`src/rtl/uart_receiver_if.sv`:
```
// Receive-side bundle: line, baud code and enable in; received byte and frame status out.
interface uart_receiver_if;
    logic [2:0] baud_sel;
    logic       Rx_EN;
    logic       RxD;
    logic [7:0] Rx_DATA;
    logic       Rx_VALID;
    logic       Rx_PERROR;
    logic       Rx_FERROR;

    modport master (
        output baud_sel, Rx_EN, RxD,
        input  Rx_DATA, Rx_VALID, Rx_PERROR, Rx_FERROR
    );

    modport slave (
        input  baud_sel, Rx_EN, RxD,
        output Rx_DATA, Rx_VALID, Rx_PERROR, Rx_FERROR
    );
endinterface

```
`src/rtl/uart_receiver.sv`:
```
// 8E1 UART receiver with 16x oversampling; mid-bit sampling, frame evaluated at mid-stop.
module uart_receiver #(
    parameter int unsigned CLK_HZ = 50000000
) (
    input  logic           clk,
    input  logic           reset,
    uart_receiver_if.slave rx
);

    function automatic int unsigned div_for(input int unsigned baud);
        return (CLK_HZ + 8 * baud) / (16 * baud);
    endfunction

    localparam int unsigned DivW = $clog2(div_for(300) + 1);

    typedef enum logic [2:0] {StIdle, StStart, StData, StParity, StStop} state_e;

    state_e          state_q, state_d;
    logic [DivW-1:0] div_q, div_d, div_sel;
    logic [DivW-1:0] bcnt_q, bcnt_d;
    logic [3:0]      s_q, s_d;
    logic [2:0]      b_q, b_d;
    logic [7:0]      shift_q, shift_d;
    logic            par_q, par_d;
    logic            sync1_q, sync2_q, prev_q;
    logic [7:0]      data_q, data_d;
    logic            valid_q, valid_d;
    logic            perr_q, perr_d;
    logic            ferr_q, ferr_d;
    logic            tick, mid, last;

    always_comb begin
        unique case (rx.baud_sel)
            3'b000: div_sel = DivW'(div_for(300));
            3'b001: div_sel = DivW'(div_for(1200));
            3'b010: div_sel = DivW'(div_for(4800));
            3'b011: div_sel = DivW'(div_for(9600));
            3'b100: div_sel = DivW'(div_for(19200));
            3'b101: div_sel = DivW'(div_for(38400));
            3'b110: div_sel = DivW'(div_for(57600));
            3'b111: div_sel = DivW'(div_for(115200));
            default: div_sel = DivW'(div_for(115200));
        endcase
    end

    always_ff @(posedge clk or negedge reset) begin
        if (!reset) begin
            state_q <= StIdle;
            div_q   <= '0;
            bcnt_q  <= '0;
            s_q     <= '0;
            b_q     <= '0;
            shift_q <= '0;
            par_q   <= 1'b0;
            sync1_q <= 1'b1;
            sync2_q <= 1'b1;
            prev_q  <= 1'b1;
            data_q  <= '0;
            valid_q <= 1'b0;
            perr_q  <= 1'b0;
            ferr_q  <= 1'b0;
        end else begin
            state_q <= state_d;
            div_q   <= div_d;
            bcnt_q  <= bcnt_d;
            s_q     <= s_d;
            b_q     <= b_d;
            shift_q <= shift_d;
            par_q   <= par_d;
            sync1_q <= rx.RxD;
            sync2_q <= sync1_q;
            prev_q  <= sync2_q;
            data_q  <= data_d;
            valid_q <= valid_d;
            perr_q  <= perr_d;
            ferr_q  <= ferr_d;
        end
    end

    always_comb begin
        state_d = state_q;
        div_d   = div_q;
        s_d     = s_q;
        b_d     = b_q;
        shift_d = shift_q;
        par_d   = par_q;
        data_d  = data_q;
        valid_d = 1'b0;
        perr_d  = perr_q;
        ferr_d  = ferr_q;
        // Counter held at zero while idle so sampling phase follows start detection.
        bcnt_d  = (state_q == StIdle || tick) ? '0 : bcnt_q + DivW'(1);
        if (tick) s_d = s_q + 4'd1;

        unique case (state_q)
            StIdle: begin
                if (rx.Rx_EN && prev_q && !sync2_q) begin
                    state_d = StStart;
                    s_d     = '0;
                    div_d   = div_sel;
                end
            end
            StStart: begin
                if (mid && sync2_q) begin
                    state_d = StIdle;
                    s_d     = '0;
                end else if (last) begin
                    state_d = StData;
                    b_d     = '0;
                end
            end
            StData: begin
                if (mid) shift_d[b_q] = sync2_q;
                if (last) begin
                    b_d = b_q + 3'd1;
                    if (b_q == 3'd7) state_d = StParity;
                end
            end
            StParity: begin
                if (mid) par_d = sync2_q;
                if (last) state_d = StStop;
            end
            StStop: begin
                if (mid) begin
                    data_d  = shift_q;
                    perr_d  = (^shift_q) != par_q;
                    ferr_d  = !sync2_q;
                    valid_d = ((^shift_q) == par_q) && sync2_q;
                    state_d = StIdle;
                    s_d     = '0;
                end
            end
            default: state_d = StIdle;
        endcase

        // Disable discards any partial frame but leaves the last result visible.
        if (!rx.Rx_EN) begin
            state_d = StIdle;
            s_d     = '0;
            b_d     = '0;
            valid_d = 1'b0;
        end
    end

    always_comb begin
        tick         = (state_q != StIdle) && (bcnt_q == div_q - DivW'(1));
        mid          = tick && (s_q == 4'd7);
        last         = tick && (s_q == 4'd15);
        rx.Rx_DATA   = data_q;
        rx.Rx_VALID  = valid_q;
        rx.Rx_PERROR = perr_q;
        rx.Rx_FERROR = ferr_q;
    end

endmodule

```
`src/flat_wrapper.sv`:
```
// flat-port wrapper written by rule: the top's interface ports become plain ports
module uart_receiver_flat 
#(
    parameter int unsigned CLK_HZ = 50000000
)
  (clk, reset, rx_baud_sel, rx_Rx_EN, rx_RxD, rx_Rx_DATA, rx_Rx_VALID, rx_Rx_PERROR, rx_Rx_FERROR);
  uart_receiver_if rx_i ();
  input  logic clk;
  input  logic reset;
  input wire logic [$bits(rx_i.baud_sel)-1:0] rx_baud_sel;
  input wire logic [$bits(rx_i.Rx_EN)-1:0] rx_Rx_EN;
  input wire logic [$bits(rx_i.RxD)-1:0] rx_RxD;
  output wire logic [$bits(rx_i.Rx_DATA)-1:0] rx_Rx_DATA;
  output wire logic [$bits(rx_i.Rx_VALID)-1:0] rx_Rx_VALID;
  output wire logic [$bits(rx_i.Rx_PERROR)-1:0] rx_Rx_PERROR;
  output wire logic [$bits(rx_i.Rx_FERROR)-1:0] rx_Rx_FERROR;
  assign rx_i.baud_sel = rx_baud_sel;
  assign rx_i.Rx_EN = rx_Rx_EN;
  assign rx_i.RxD = rx_RxD;
  assign rx_Rx_DATA = rx_i.Rx_DATA;
  assign rx_Rx_VALID = rx_i.Rx_VALID;
  assign rx_Rx_PERROR = rx_i.Rx_PERROR;
  assign rx_Rx_FERROR = rx_i.Rx_FERROR;
  uart_receiver #(.CLK_HZ(CLK_HZ)) u_core (.clk(clk), .reset(reset), .rx(rx_i));
endmodule
```
`config.mk`:
```
export PLATFORM = sky130hd
export DESIGN_NAME = uart_receiver_flat
export DESIGN_NICKNAME = d
export VERILOG_FILES = /design/src/rtl/uart_receiver_if.sv /design/src/rtl/uart_receiver.sv /design/src/flat_wrapper.sv
export SDC_FILE = /design/constraint.sdc
export NUM_CORES = 1
export LEC_CHECK = 0
export BUFFER_PORTS_ARGS = -buffer_cell sky130_fd_sc_hd__buf_4
export CAP_MARGIN = 30
export CORE_AREA = 2 2 92 85
export CTS_BUF_LIST = sky130_fd_sc_hd__clkbuf_16
export DETAILED_ROUTE_END_ITERATION = 6
export DIE_AREA = 0 0 94 87
export GPL_ROUTABILITY_DRIVEN = 0
export PLACE_DENSITY = 0.65
export SETUP_SLACK_MARGIN = 0.05
export SLEW_MARGIN = 20
export SYNTH_ARGS = -nofsm -noshare
export SYNTH_HDL_FRONTEND = slang
export SYNTH_SLANG_ARGS = --single-unit
```
`constraint.sdc`:
```
create_clock -name clk -period 3.38 [get_ports clk]
set_input_delay 0.169 -clock clk [delete_from_list [all_inputs] [get_ports clk]]
set_output_delay 0.169 -clock clk [all_outputs]
set_load 0.02 [all_outputs]
```
# After elaboration in Yosys (flattened, before gate mapping)
# Memories as Yosys holds them, arrays and structs flattened. A register that Yosys moved wholly into a read port is not among the register bits.
# Cells that the tools add are included.
# op_classes
addsub	4
magnitude_cmp	2
eq_ne	19
mux	27
reduce_logical	20
# op_table
op	count
two-way mux 3 bit	12
two-way mux 4 bit	5
!= test 3 x 2 -> 1 bit, second input constant	5
case mux 3 bit (5 select lines)	1
adder 14 x 1 -> 14 bit, second input constant	1
equality test 14 bit	1
two-way mux 14 bit	1
subtractor 14 x 1 -> 14 bit, second input constant	1
case mux 4 bit (3 select lines)	1
bitwise mux 8 bit	1
logical AND 1 bit	8
AND reduction 2 bit	4
XOR reduction 8 bit	1
equality test 3 x 2 -> 1 bit, second input constant	2
equality test 3 bit, second input constant	2
!= test 3 bit, second input constant	2
case mux 3 bit (2 select lines)	1
AND reduction 6 bit	1
adder 4 x 1 -> 4 bit, second input constant	1
equality test 4 x 3 -> 1 bit, second input constant	1
equality test 4 bit, second input constant	1
< comparator 3 x 4 -> 1 bit, second input constant	1
two-way mux 1 bit	4
!= test 4 x 2 -> 1 bit, second input constant	1
other kinds (12)	13
# word_totals
ff_bits	61
rom_bits	96
input_bits	7
output_inout_bits	11
wordCells	87
n_memories	1
# mem_list
memory	depth	word_bits	rd	rd_clocked_by_memory_dff	write_ports	line_no	source
(no name shown)	8	12	1	1	0	uart_receiver.sv:33	unique case (rx.baud_sel)

# Logic depth before layout (Yosys ltp)
# Gate-level depths: netlist (run 1).
# depth
ltp_word	8
mapped_depth	12
ltp_nobuf	9

# Least setup slack after synthesis (run 1)
# No wires, ideal clock.
# synth_timing
path_kind	register to register
from	reg u_core.div_q[0]
to	reg u_core.shift_q[4]
setup_time_ns	0.128
arrival_ns	2.538
required_ns	3.252
path_slack_ns	0.715
stages_incl_launch_ff	13
n_path_buf	3
synth_period_minus_slack_ns	2.665
path_cell_list	dfrtp_1 buf_2 inv_1 ha_1 clkbuf_1 o21bai_1 a311o_1 o31ai_2 o211a_4 nand4_4 buf_2 nor4_1 mux2_1
# synth_between
elab_chain_len	5
# synth_lines
element	line_no	source
from (decl)	uart_receiver.sv:19	logic [DivW-1:0] div_q, div_d, div_sel;
subtractor 14 x 1 -> 14 bit	uart_receiver.sv:146	tick = (state_q != StIdle) && (bcnt_q == div_q - DivW'(1));
equality test 14 bit	uart_receiver.sv:146	
logical AND 1 bit	uart_receiver.sv:146	
logical AND 1 bit	uart_receiver.sv:147	mid = tick && (s_q == 4'd7);
AND reduction 2 bit (no source line)	--	
to (signal assigned)	uart_receiver.sv:68	shift_q <= shift_d;
to (decl)	uart_receiver.sv:23	logic [7:0] shift_q, shift_d;
# Every way passes these cells.
# A chain may end at the register's enable or synchronous reset.

# Worst setup path after layout (run 1)
# layout_timing
from	reg u_core.div_q[0]
to	reg u_core.data_q[6] (netlist: u_core.rx.Rx_DATA[6])
# layout_between
elab_chain_len	5
# layout_lines
element	line_no	source
subtractor 14 x 1 -> 14 bit	uart_receiver.sv:146	
equality test 14 bit	uart_receiver.sv:146	
logical AND 1 bit	uart_receiver.sv:146	
logical AND 1 bit	uart_receiver.sv:147	
AND reduction 2 bit (no source line)	--	
to (signal assigned)	uart_receiver.sv:73	data_q <= data_d;
to (decl)	uart_receiver.sv:26	logic [7:0] data_q, data_d;
# Every way passes these cells.

==> results of run 1 <==
-- logic make-up after synthesis --
group,after synthesis
adders and majority gates,12
AOI/OAI and AO/OA,62
DFF,59
and+or+nand+nor,127
xor gates and xnor gates,38
buffers and inverters,28
muxes,21
-- stage by stage --
step	hold WS, ps	total power, uW
floorplan	-127	1030
global placement	278	1100
detailed placement	278	1100
CTS	56.8	2010
global route	70.9	2080
finish	67.4	1980
-- repair_timing --
item                                    in CTS  in global routing
endpoints found under the setup margin       0                  0
hold buffers                                 2                  0
hold endpoints to repair                    57                  0
-- critical path: stages, from the launching register on --
cell	delay, ps
dfrtp_1	480
inv_1	80
ha_1	310
nor3_1	230
a41o_1	200
o21ai_0	100
o21ai_2	350
nand4_4	110
or3_1	590
mux2_4	390
-- area by class of cell --
cell class / count / area (um2) / share of cell area [%]
Clock buffer: 9 / 225 / 5.62
Clock inverter: 7 / 68.8 / 1.72
Inverter: 13 / 48.8 / 1.22
Multi-Input combinational cell: 260 / 1890 / 47.3
Sequential cell: 59 / 1480 / 36.9
Tap cell: 96 / 120 / 3.00
Timing Repair Buffer: 22 / 170 / 4.25
-- cells in the final DEF, fill, tap and decap left out, drive strengths merged, types with 4 or more instances in the layout --
| cell | synthesis | layout |
|---|---|---|
| a21boi | 4 | 4 |
| a21oi | 6 | 6 |
| a31oi | 5 | 5 |
| and3 | 5 | 5 |
| buf | 3 | 20 |
| clkbuf | 12 | 9 |
| clkinv | 0 | 4 |
| dfrtp | 56 | 56 |
| ha | 12 | 12 |
| inv | 13 | 13 |
| mux2 | 18 | 18 |
| nand2 | 27 | 27 |
| nand3 | 17 | 17 |
| nand4 | 6 | 6 |
| nor2 | 35 | 35 |
| nor3 | 12 | 12 |
| nor4 | 7 | 7 |
| o21ai | 16 | 16 |
| o31ai | 5 | 5 |
| or3 | 4 | 4 |
| xnor2 | 23 | 23 |
| xor2 | 15 | 15 |
-- sequential cells by signal, summed over array words and instances, names as in the netlist --
signal / cells
u_core.sync1_q: 1
u_core.rx.Rx_VALID: 1
u_core.div_q: 12
u_core.rx.Rx_FERROR: 1
u_core.rx.Rx_DATA: 8
u_core.b_q: 3
u_core.bcnt_q: 14
u_core.shift_q: 8
u_core.prev_q: 1
u_core.s_q: 4
u_core.rx.Rx_PERROR: 1
u_core.state_q: 3
u_core.par_q: 1
u_core.sync2_q: 1
-- power groups by stage --
stage	registers (uW)	logic (uW)	clock network, uW
4_1_cts	796	297	912
5_1_grt	804	331	940
3_5_place_dp	808	294	0
2_1_floorplan	786	240	0
3_3_place_gp	808	288	0
6_report	797	297	887
-- per-layer routing --
layer | up-vias | routed length (um)
li1 | 1277 | -
met1 | 1226 | 3570
met2 | 54 | 2990
met3 | 11 | 291
met4 | 0 | 128
met5 | - | 0
-- how the worst max path moves through the flow --
stage	startpoint	to	slack (ps)	depth (start not counted)
after floorplan	u_core.div_q[0]	u_core.shift_q[4]	710	12
after global placement	u_core.div_q[0]	u_core.rx.Rx_DATA[3]	510	9
after detailed placement	u_core.div_q[0]	u_core.rx.Rx_DATA[6]	430	9
after CTS	u_core.div_q[0]	u_core.rx.Rx_DATA[6]	420	9
after global routing	u_core.div_q[0]	u_core.rx.Rx_DATA[6]	170	9
final	u_core.div_q[0]	u_core.rx.Rx_DATA[6]	410	9
==> metrics.cfg, run 1 <==
[worst_hold_path]
worstHoldStart = rx_baud_sel[1]
hold_path_depth = 2
hold_end = u_core.div_q[11]
min_path_type = primary input to register

[floorplanning]
core.rowCount = 30
die_h_um = 87
die_w_um = 94
start_util_pct = 47.7
core_mm2 = 0.00732
boundaryPins = 18
dieArea_mm2 = 0.00818

[placed_design]
place_ws_ps = 431
numPortBuffers = 17
placed_cell_area_mm2 = 0.00369
place_hpwl_um = 5070
dp.cells = 448

[sta]
hold_viol_final = 0
worst_slack_ps = 407
finalClockSkew_ps = 5.14
slew_viol_final = 0
tightest_slew_ps = 737
rsz0062_at_grt = false
fin_crit_sh_pct = 88.0
slew_headroom_pct = 50.9
min_period_ps = 2970
max_freq_ghz = 0.336
setup_viol = 0
fin_setup_tns_ps = 0

[yosys]
synth_top_family_by_area = simple AND/OR/NAND/NOR gates
synth_top_cells_by_count = dfrtp_1, nor2_1, nand2_1, xnor2_1, nand3_1
syn_area_mm2 = 0.00349
synthTopCellsByArea = dfrtp_1, xnor2_1, ha_1
synthArstFlopShare_pct = 100
avgSynthCellArea_um2 = 10.1
ys_seq_area_share_pct = 42.4
netlist_instances = 347
yosys.area_share.simple_pct = 19.7
synth_top_area_cell = dfrtp_1
synth_compound_area_share_pct = 13.0
ys.flop_type = dfrtp_1
synth_adder_area_share_pct = 4.30
synth_edf_count = 0
yosys.cell_count.top_type = dfrtp_1
synth_cell_types = 62
synth-seq-cells = 59
yosysWarningCount = 0
synth_top_area_share_pct = 40.2
synth_fp_nets = 366
synthXorXnorAreaFrac_pct = 9.54
synth_mux_area_share_pct = 7.74

[drt]
vias_per_cell = 5.51
routed_wl_um = 6980
drc = 0
ant_nets = 0
first_pass_iters = 4
first_iter_violations = 145
wire_per_inst_um = 15.0
vias = 2568

[layout]
fin_nets = 384
fin_util_pct = 54.8
syn2layout_area_growth_pct = 14.8
drive_gt1_share_pct = 18.9
diodes = 0
fin_area_mm2 = 0.00401
fin_cells = 466
fillers = 647

[critical_path]
cp-end-kind = register
critPathMaxFanout = 10
cp-start-kind = register
rr_endpoint = u_core.rx.Rx_DATA[6]
crit_required_ps = 3590
r2r_slack_ps = 410
reg2reg_from = u_core.div_q[0]
path_class = register to register
worst_r2r_path_depth = 9
worstPathArrival_ps = 3180

[pwr]
ir_drop_v = 0.000240
p_int_uw = 1430
swShare_pct = 27.8
seqPwrFrac_pct = 40.2
clkPwrFrac_pct = 44.8
p_sw_uw = 550
power_density_mw_per_mm2 = 494
p_leak_uw = 0.00179
comb_power_share_pct = 15.0

[clocking]
cts_buffers = 9
h-tree-depth = 3
ctsResizeCount = 0
clk_pin_slew_ps = 50
post-cts-setup-buffers = 0
root_buffer = clkbuf_16
worstSkewPairLatency_ps = 330
cts_tree = built
cts.sinks = 59
clk_path_buf_depth = 2

[job]
max_cap_viol_count = 0

[grt]
globalRoute.busiestLayer = met1
antenna_found_initial = 0
grt_max_degree = 60
met3_usage_pct = 6.23
use_met2_pct = 26.3
grt_pass1_wl_um = 11900
gr-total-overflow = 0
grt_util_all_layers_pct = 18.9
use_met1_pct = 27.3
grt_pass1_vias = 2350

[run_status]
outcome = finished clean

(Power assumes the default switching activity.)
==> run 2, diff against run 1 <==
--- a/config.mk
+++ b/config.mk
@@ -5,12 +5,13 @@
 export SDC_FILE = /design/constraint.sdc
 export NUM_CORES = 1
 export LEC_CHECK = 0
+export ABC_AREA = 1
 export BUFFER_PORTS_ARGS = -buffer_cell sky130_fd_sc_hd__buf_4
 export CAP_MARGIN = 30
-export CORE_AREA = 2 2 92 85
+export CORE_AREA = 2 2 94 87
 export CTS_BUF_LIST = sky130_fd_sc_hd__clkbuf_16
 export DETAILED_ROUTE_END_ITERATION = 6
-export DIE_AREA = 0 0 94 87
+export DIE_AREA = 0 0 96 89
 export GPL_ROUTABILITY_DRIVEN = 0
 export PLACE_DENSITY = 0.65
 export SETUP_SLACK_MARGIN = 0.05
==> run 2 against run 1 <==
Sequential share of layout area shrank 1.8 points. Utilization is 1.7 points higher. Flip-flop and latch count did not move. Hold slack better by 54 ps. Highest routed layer unchanged. Largest power group unchanged. Critical path type unchanged. Clock-buffer cell count unchanged. Largest cell class unchanged.
==> metrics.cfg, run 2 <==
[run_status]
outcome = finished clean

[layout]
drive_gt1_share_pct = 14.9  ; -4.1 points
syn2layout_area_growth_pct = 15.4
diodes = 0  ; unchanged
largest_reg_flops = 14  ; unchanged
regMostFlops = u_core.bcnt_q
fin_nets = 519  ; +35%
layout_commonest_cell = nand2_1
reg_top3 = u_core.bcnt_q x14, u_core.div_q x12
final_cell_mix = nand2_1, dfrtp_1, inv_1, nor2_1, nand3_1

[grt]
grt_pass1_vias = 2855  ; +21%
antenna_found_initial = 0  ; unchanged
grt_util_all_layers_pct = 21.0  ; +2.1 points
grt_max_degree = 60  ; unchanged
gr-total-overflow = 0  ; unchanged
grt_pass1_wl_um = 13700  ; +15%

[clocking]
worstSkewPairLatency_ps = 330  ; about the same
post-cts-setup-buffers = 0  ; unchanged
clk_path_buf_depth = 2  ; unchanged
clk_pin_slew_ps = 60  ; about the same
h-tree-depth = 3  ; unchanged
root_buffer = clkbuf_16
cts.sinks = 59  ; unchanged
cts_tree = built
ctsResizeCount = 0  ; unchanged
cts_buffers = 9  ; unchanged

[drt]
vias_per_cell = 5.25  ; -4.6%
vias = 3158  ; +23%
first_pass_iters = 5  ; +1
drc = 0  ; unchanged
routed_wl_um = 8040  ; +15%
wire_per_inst_um = 13.4  ; -11%
ant_nets = 0  ; unchanged
first_iter_violations = 180  ; +24%

[yosys]
synthTopCellsByArea = dfrtp_1, nand2_1, inv_1
synth_top_area_cell = dfrtp_1
synth_cell_types = 35  ; -44%
synth_top_area_share_pct = 38.4  ; -1.8 points
ys_seq_area_share_pct = 40.5  ; -1.9 points
synth_edf_count = 0  ; unchanged
synthArstFlopShare_pct = 100  ; unchanged
ys.flop_type = dfrtp_1
yosys.cell_count.top_type = nand2_1
syn_area_mm2 = 0.00365  ; +4.7%
avgSynthCellArea_um2 = 7.69  ; -24%
yosysWarningCount = 0  ; unchanged
netlist_instances = 475  ; +37%
synth_top_cells_by_count = nand2_1, dfrtp_1, inv_1, nor2_1, nand3_1
synth-seq-cells = 59  ; unchanged
synth_fp_nets = 494  ; +35%

[floorplanning]
core.rowCount = 30  ; unchanged
core_mm2 = 0.00747  ; +2.1%
dieArea_mm2 = 0.00854  ; +4.5%
boundaryPins = 18  ; unchanged
start_util_pct = 48.9  ; +1.2 points
die_h_um = 89  ; +2.3%
die_w_um = 96  ; +2.1%

[critical_path]
crit_required_ps = 3600  ; about the same
worstPathArrival_ps = 2720  ; -460 ps
cp-start-kind = register
cp-end-kind = register
path_class = register to register
critPathMaxFanout = 12  ; +2

[sta]
finalClockSkew_ps = 4.05  ; -1.09 ps
max_freq_ghz = 0.400  ; +19%
slew_viol_final = 0  ; unchanged
min_period_ps = 2500  ; -473 ps
hold_viol_final = 0  ; unchanged
slew_headroom_pct = 51.1  ; +0.26 points
fin_setup_tns_ps = 0  ; unchanged
rsz0062_at_grt = false
timing.hold.ws_ps = 121  ; +54.1 ps
setup_viol = 0  ; unchanged
fin_crit_sh_pct = 74.0  ; -14 points
tightest_slew_ps = 733  ; -3.84 ps

[placed_design]
numPortBuffers = 17  ; unchanged
place_hpwl_um = 5890  ; +16%

[pwr]
ir_drop_v = 0.000487  ; +100%
power_density_mw_per_mm2 = 687  ; +39%
p_leak_uw = 0.00203  ; +13%

[worst_hold_path]
min_path_type = primary input to register

[job]
max_cap_viol_count = 0  ; unchanged

run 2: cell count changes in the layout (fill, tap and decap cells not counted), moves of 6 or more:
cell and delta:
nor2_2 +7, o21ai_0 +6, nand2_1 +87, inv_1 +42, nor2_4 +7, xor2_1 -6, nand3_1 +22, a21oi_1 +12
xnor2_1 -13, nand2_2 +9, nor2_1 +19
run 2: timing repair:
| action | CTS | global route |
|---|---|---|
| hold buffers | 2 | 0 |
| setup endpoints to repair | 0 | 0 |
| endpoints found under the hold margin | 57 | 0 |
run 2: area by class of cell:
type                            count  area, um2
Clock buffer                        9        225
Clock inverter                      7       92.6
Fill cell                         689       3250
Inverter                           59        221
Multi-Input combinational cell    351       1920
Sequential cell                    59       1480
Tap cell                           96        120
Timing Repair Buffer               20        155
run 2: final timing paths:
check | cells after the start | slack [ps] | endpoint | from
worst max-delay path | 12 | 880 | u_core.rx.Rx_DATA[2] | u_core.div_q[0]
worst min-delay path | 3 | 120 | u_core.div_q[6] | rx_baud_sel[2]
worst max register to register | 12 | 880 | u_core.rx.Rx_DATA[2] | u_core.div_q[0]
worst min register to register | 0 | 360 | u_core.sync2_q | u_core.sync1_q
max in group asynchronous | 2 | 2450 | u_core.state_q[1] | reset
min in group asynchronous | 2 | 450 | u_core.bcnt_q[5] | reset
run 2: power breakdown:
part / internal, uW / switching (uW) / leakage [uW]
clock: 641 / 328 / 0.000147
combinational: 315 / 651 / 0.00110
sequential: 808 / 152 / 0.000784
run 2: kinds of logic (layout without fill, tap and decap cells):
group	after synthesis	in the layout	synth area share (%)
buffers and inverters	65	95	6.92
xor gates and xnor gates	19	19	4.55
muxes	8	8	3.08
AOI/OAI and AO/OA	46	46	6.68
and+or+nand+nor	266	266	34.1
adders and majority gates	12	12	4.11
DFF	59	59	40.5
run 2: layer usage:
layer / up-vias / share of wire (%) / track usage, %
met5: - / 0 / 0
met4: 0 / 1.6 / 7.79
met3: 16 / 6.1 / 5.56
met2: 90 / 41 / 30.0
met1: 1467 / 51 / 30.6
li1: 1585 / - / -
run 2: critical path, stage by stage, from the launching register on:
cell and delay (ps):
dfrtp_1 410, inv_2 90, ha_1 290, inv_1 70
nand2_1 80, nand3b_1 110, nand2_1 120, nand3_1 140
nor2_4 180, nand4_4 180, nor2_4 150, nand2_2 200
mux2_4 370
run 2: stage by stage:
stage | instance area (um2) | instances | setup slack [ps] | utilization, % | total power (uW)
after floorplan | 3650 | 475 | 1150 | - | 1680
after global placement | 3880 | 583 | 986 | 51.9 | 1900
after detailed placement | 3880 | 583 | 917 | 51.9 | 1920
after CTS | 4220 | 601 | 917 | 56.4 | 2910
after global routing | 4220 | 601 | 635 | 56.4 | 3110
final | 4220 | 601 | 880 | 56.4 | 2900
==> run 3, diff against run 2 <==
==> constraint.sdc (replaced) <==
create_clock -name clk -period 2.4 [get_ports clk]
set_input_delay 0.12 -clock clk [delete_from_list [all_inputs] [get_ports clk]]
set_output_delay 0.12 -clock clk [all_outputs]
set_load 0.02 [all_outputs]
==> run 3 against run 2 <==
Worst setup slack got worse by 810 ps. First-iteration DRC count increased by 3.9%. Global-route usage decreased by 0.17 points. Fmax increased by 7.2%. Sequential power increased by 45%. Sequential share of layout area decreased by 2.0 points. Wire length increased by 2.1%. Clock skew increased by 2.6 ps.
==> metrics.cfg, run 3 (synthesis gave the netlist of run 2 again) <==
[sta]
slew_viol_final = 0  ; unchanged
min_period_ps = 2330  ; -168 ps
rsz0062_at_grt = true
slew_headroom_pct = 38.1  ; -13 points
hold_viol_final = 0  ; unchanged
max_freq_ghz = 0.429  ; +7.2%
finalClockSkew_ps = 6.69  ; +2.64 ps
fin_crit_sh_pct = 97.2  ; +23 points
tightest_slew_ps = 922  ; +189 ps
setup_viol = 0  ; unchanged

[critical_path]
crit_slowest_cell = dfrtp_1
crit_chain = inv_2 -> ha_4 -> nand2_4 -> nand2_4 -> nand2_2 -> nand2_2 -> nand2_2 -> nor2_2 -> nand2_2 -> nor2_4 -> nand4_4 -> nor2_4 -> nand2_8 -> mux2_4
cp-start-kind = register
path_class = register to register
cp_common_cell = nand2_2
cp-end-kind = register
crit_required_ps = 2610  ; -990 ps
slowest_delay_ps = 410  ; about the same
path_delay_family = simple AND/OR/NAND/NOR gates
path_buf_inv = 1  ; -1
critPathMaxFanout = 10  ; -2
worstPathArrival_ps = 2540  ; -180 ps

[grt]
gr-total-overflow = 0  ; unchanged
grt_pass1_wl_um = 13600  ; -0.76%
grt_util_all_layers_pct = 20.9  ; -0.17 points
antenna_found_initial = 0  ; unchanged
grt_max_degree = 60  ; unchanged
grt_pass1_vias = 2926  ; +2.5%

[layout]
final_cell_mix = nand2_1, inv_1, dfrtp_1, nor2_1, nand3_1
fin_util_pct = 60.1  ; +3.7 points
syn2layout_area_growth_pct = 22.8
fillers = 663  ; -3.8%
largest_reg_flops = 14  ; unchanged
diodes = 0  ; unchanged
regMostFlops = u_core.bcnt_q
regArea_mm2 = 0.00149  ; +0.51%
layout_commonest_cell = nand2_1
multi_input_area_mm2 = 0.00208  ; +8.5%
reg_top3 = u_core.bcnt_q x14, u_core.div_q x12
fin_nets = 529  ; +1.9%
drive_gt1_share_pct = 22.9  ; +8.1 points

[drt]
drc = 0  ; unchanged
vias_per_cell = 5.26  ; +0.17%
routed_wl_um = 8210  ; +2.1%
first_pass_iters = 5  ; unchanged
first_iter_violations = 187  ; +3.9%
ant_nets = 0  ; unchanged
vias = 3216  ; +1.8%
wire_per_inst_um = 13.4  ; +0.45%

[pwr]
power_density_mw_per_mm2 = 998  ; +45%
ir_drop_v = 0.000599  ; +23%
p_leak_uw = 0.00212  ; +4.3%
power_uw = 4480  ; +55%

[floorplanning]
core.rowCount = 30  ; unchanged
core_mm2 = 0.00747  ; unchanged
start_util_pct = 48.9  ; unchanged
die_w_um = 96  ; unchanged
dieArea_mm2 = 0.00854  ; unchanged
boundaryPins = 18  ; unchanged
die_h_um = 89  ; unchanged

[clocking]
h-tree-depth = 3  ; unchanged
root_buffer = clkbuf_16
cts_buffers = 9  ; unchanged
clk_pin_slew_ps = 50  ; about the same
cts.sinks = 59  ; unchanged
clk_path_buf_depth = 2  ; unchanged
worstSkewPairLatency_ps = 330  ; about the same
cts_tree = built

[placed_design]
place_hpwl_um = 5860  ; -0.42%
numPortBuffers = 17  ; unchanged

[job]
max_cap_viol_count = 0  ; unchanged

[worst_hold_path]
min_path_type = primary input to register

[run_status]
outcome = finished clean

## run 3: changes by cell type in the layout (fill, tap and decap cells not counted), moves of 5 or more
| cell | before | now |
|---|---|---|
| buf_4 | 18 | 27 |
| dfrtp_1 | 56 | 50 |
| dfrtp_2 | 0 | 6 |
| nand2_1 | 113 | 104 |
| nor2_1 | 53 | 45 |
| nor2_4 | 7 | 12 |
## run 3: metal layers
layer | vias up | part of all wire, % | wire (um) | track usage (%)
li1 | 1611 | - | - | -
met1 | 1509 | 51 | 4200 | 31.1
met2 | 88 | 42 | 3490 | 29.7
met3 | 8 | 5.5 | 450 | 5.14
met4 | 0 | 0.80 | 66 | 6.62
met5 | - | 0 | 0 | 0
## run 3: tightest hold or removal path, cell delays in order
cell     delay (ps)
buf_4           120
nand3_1          80
inv_1            50
## run 3: layout make-up
type | count | share of cell area, %
multi-input combinational | 351 | 46.4
clock inverter | 7 | 2.59
clock buffer | 9 | 5.02
inverter | 59 | 4.93
timing repair buffer | 30 | 5.21
sequential | 59 | 33.1
tap | 96 | 2.68
## run 3: what timing repair did
item                       4_1_cts  5_1_grt
setup buffers                    0        6
setup endpoints to repair       15       29
pin swaps                        0       23
hold buffers                     2        0
gates resized for setup          3       49
hold endpoints to repair        57        0
## run 3: worst paths after layout
path / start / end / slack (ps) / depth (start not counted)
worst max register to register: u_core.div_q[1] / u_core.rx.Rx_DATA[1] / 70 / 14
worst min register to register: u_core.sync1_q / u_core.sync2_q / 360 / 0
max in group asynchronous: reset / u_core.div_q[7] / 1450 / 2
worst min-delay path: rx_Rx_EN / u_core.s_q[3] / 80 / 3
min in group asynchronous: reset / u_core.bcnt_q[5] / 410 / 2
worst max-delay path: u_core.div_q[1] / u_core.rx.Rx_DATA[1] / 70 / 14
## run 3: power by group
part	internal (uW)	switching [uW]
logic	594	1040
clock network	1010	449
registers	1150	236
total	2750	1730
## run 3: per-stage QoR
step | instances | instance area [um2] | setup TNS (ps) | hold slack (ps) | setup slack, ps
after floorplan | 475 | 3650 | 0 | -176 | 169
after global placement | 587 | 3910 | 0 | 230 | 33.3
after detailed placement | 587 | 3910 | -168 | 230 | -33.6
after CTS | 605 | 4280 | 0 | 72.4 | 40.4
after global routing | 611 | 4490 | -1120 | 84.3 | -109
final | 611 | 4490 | 0 | 83.9 | 68.2
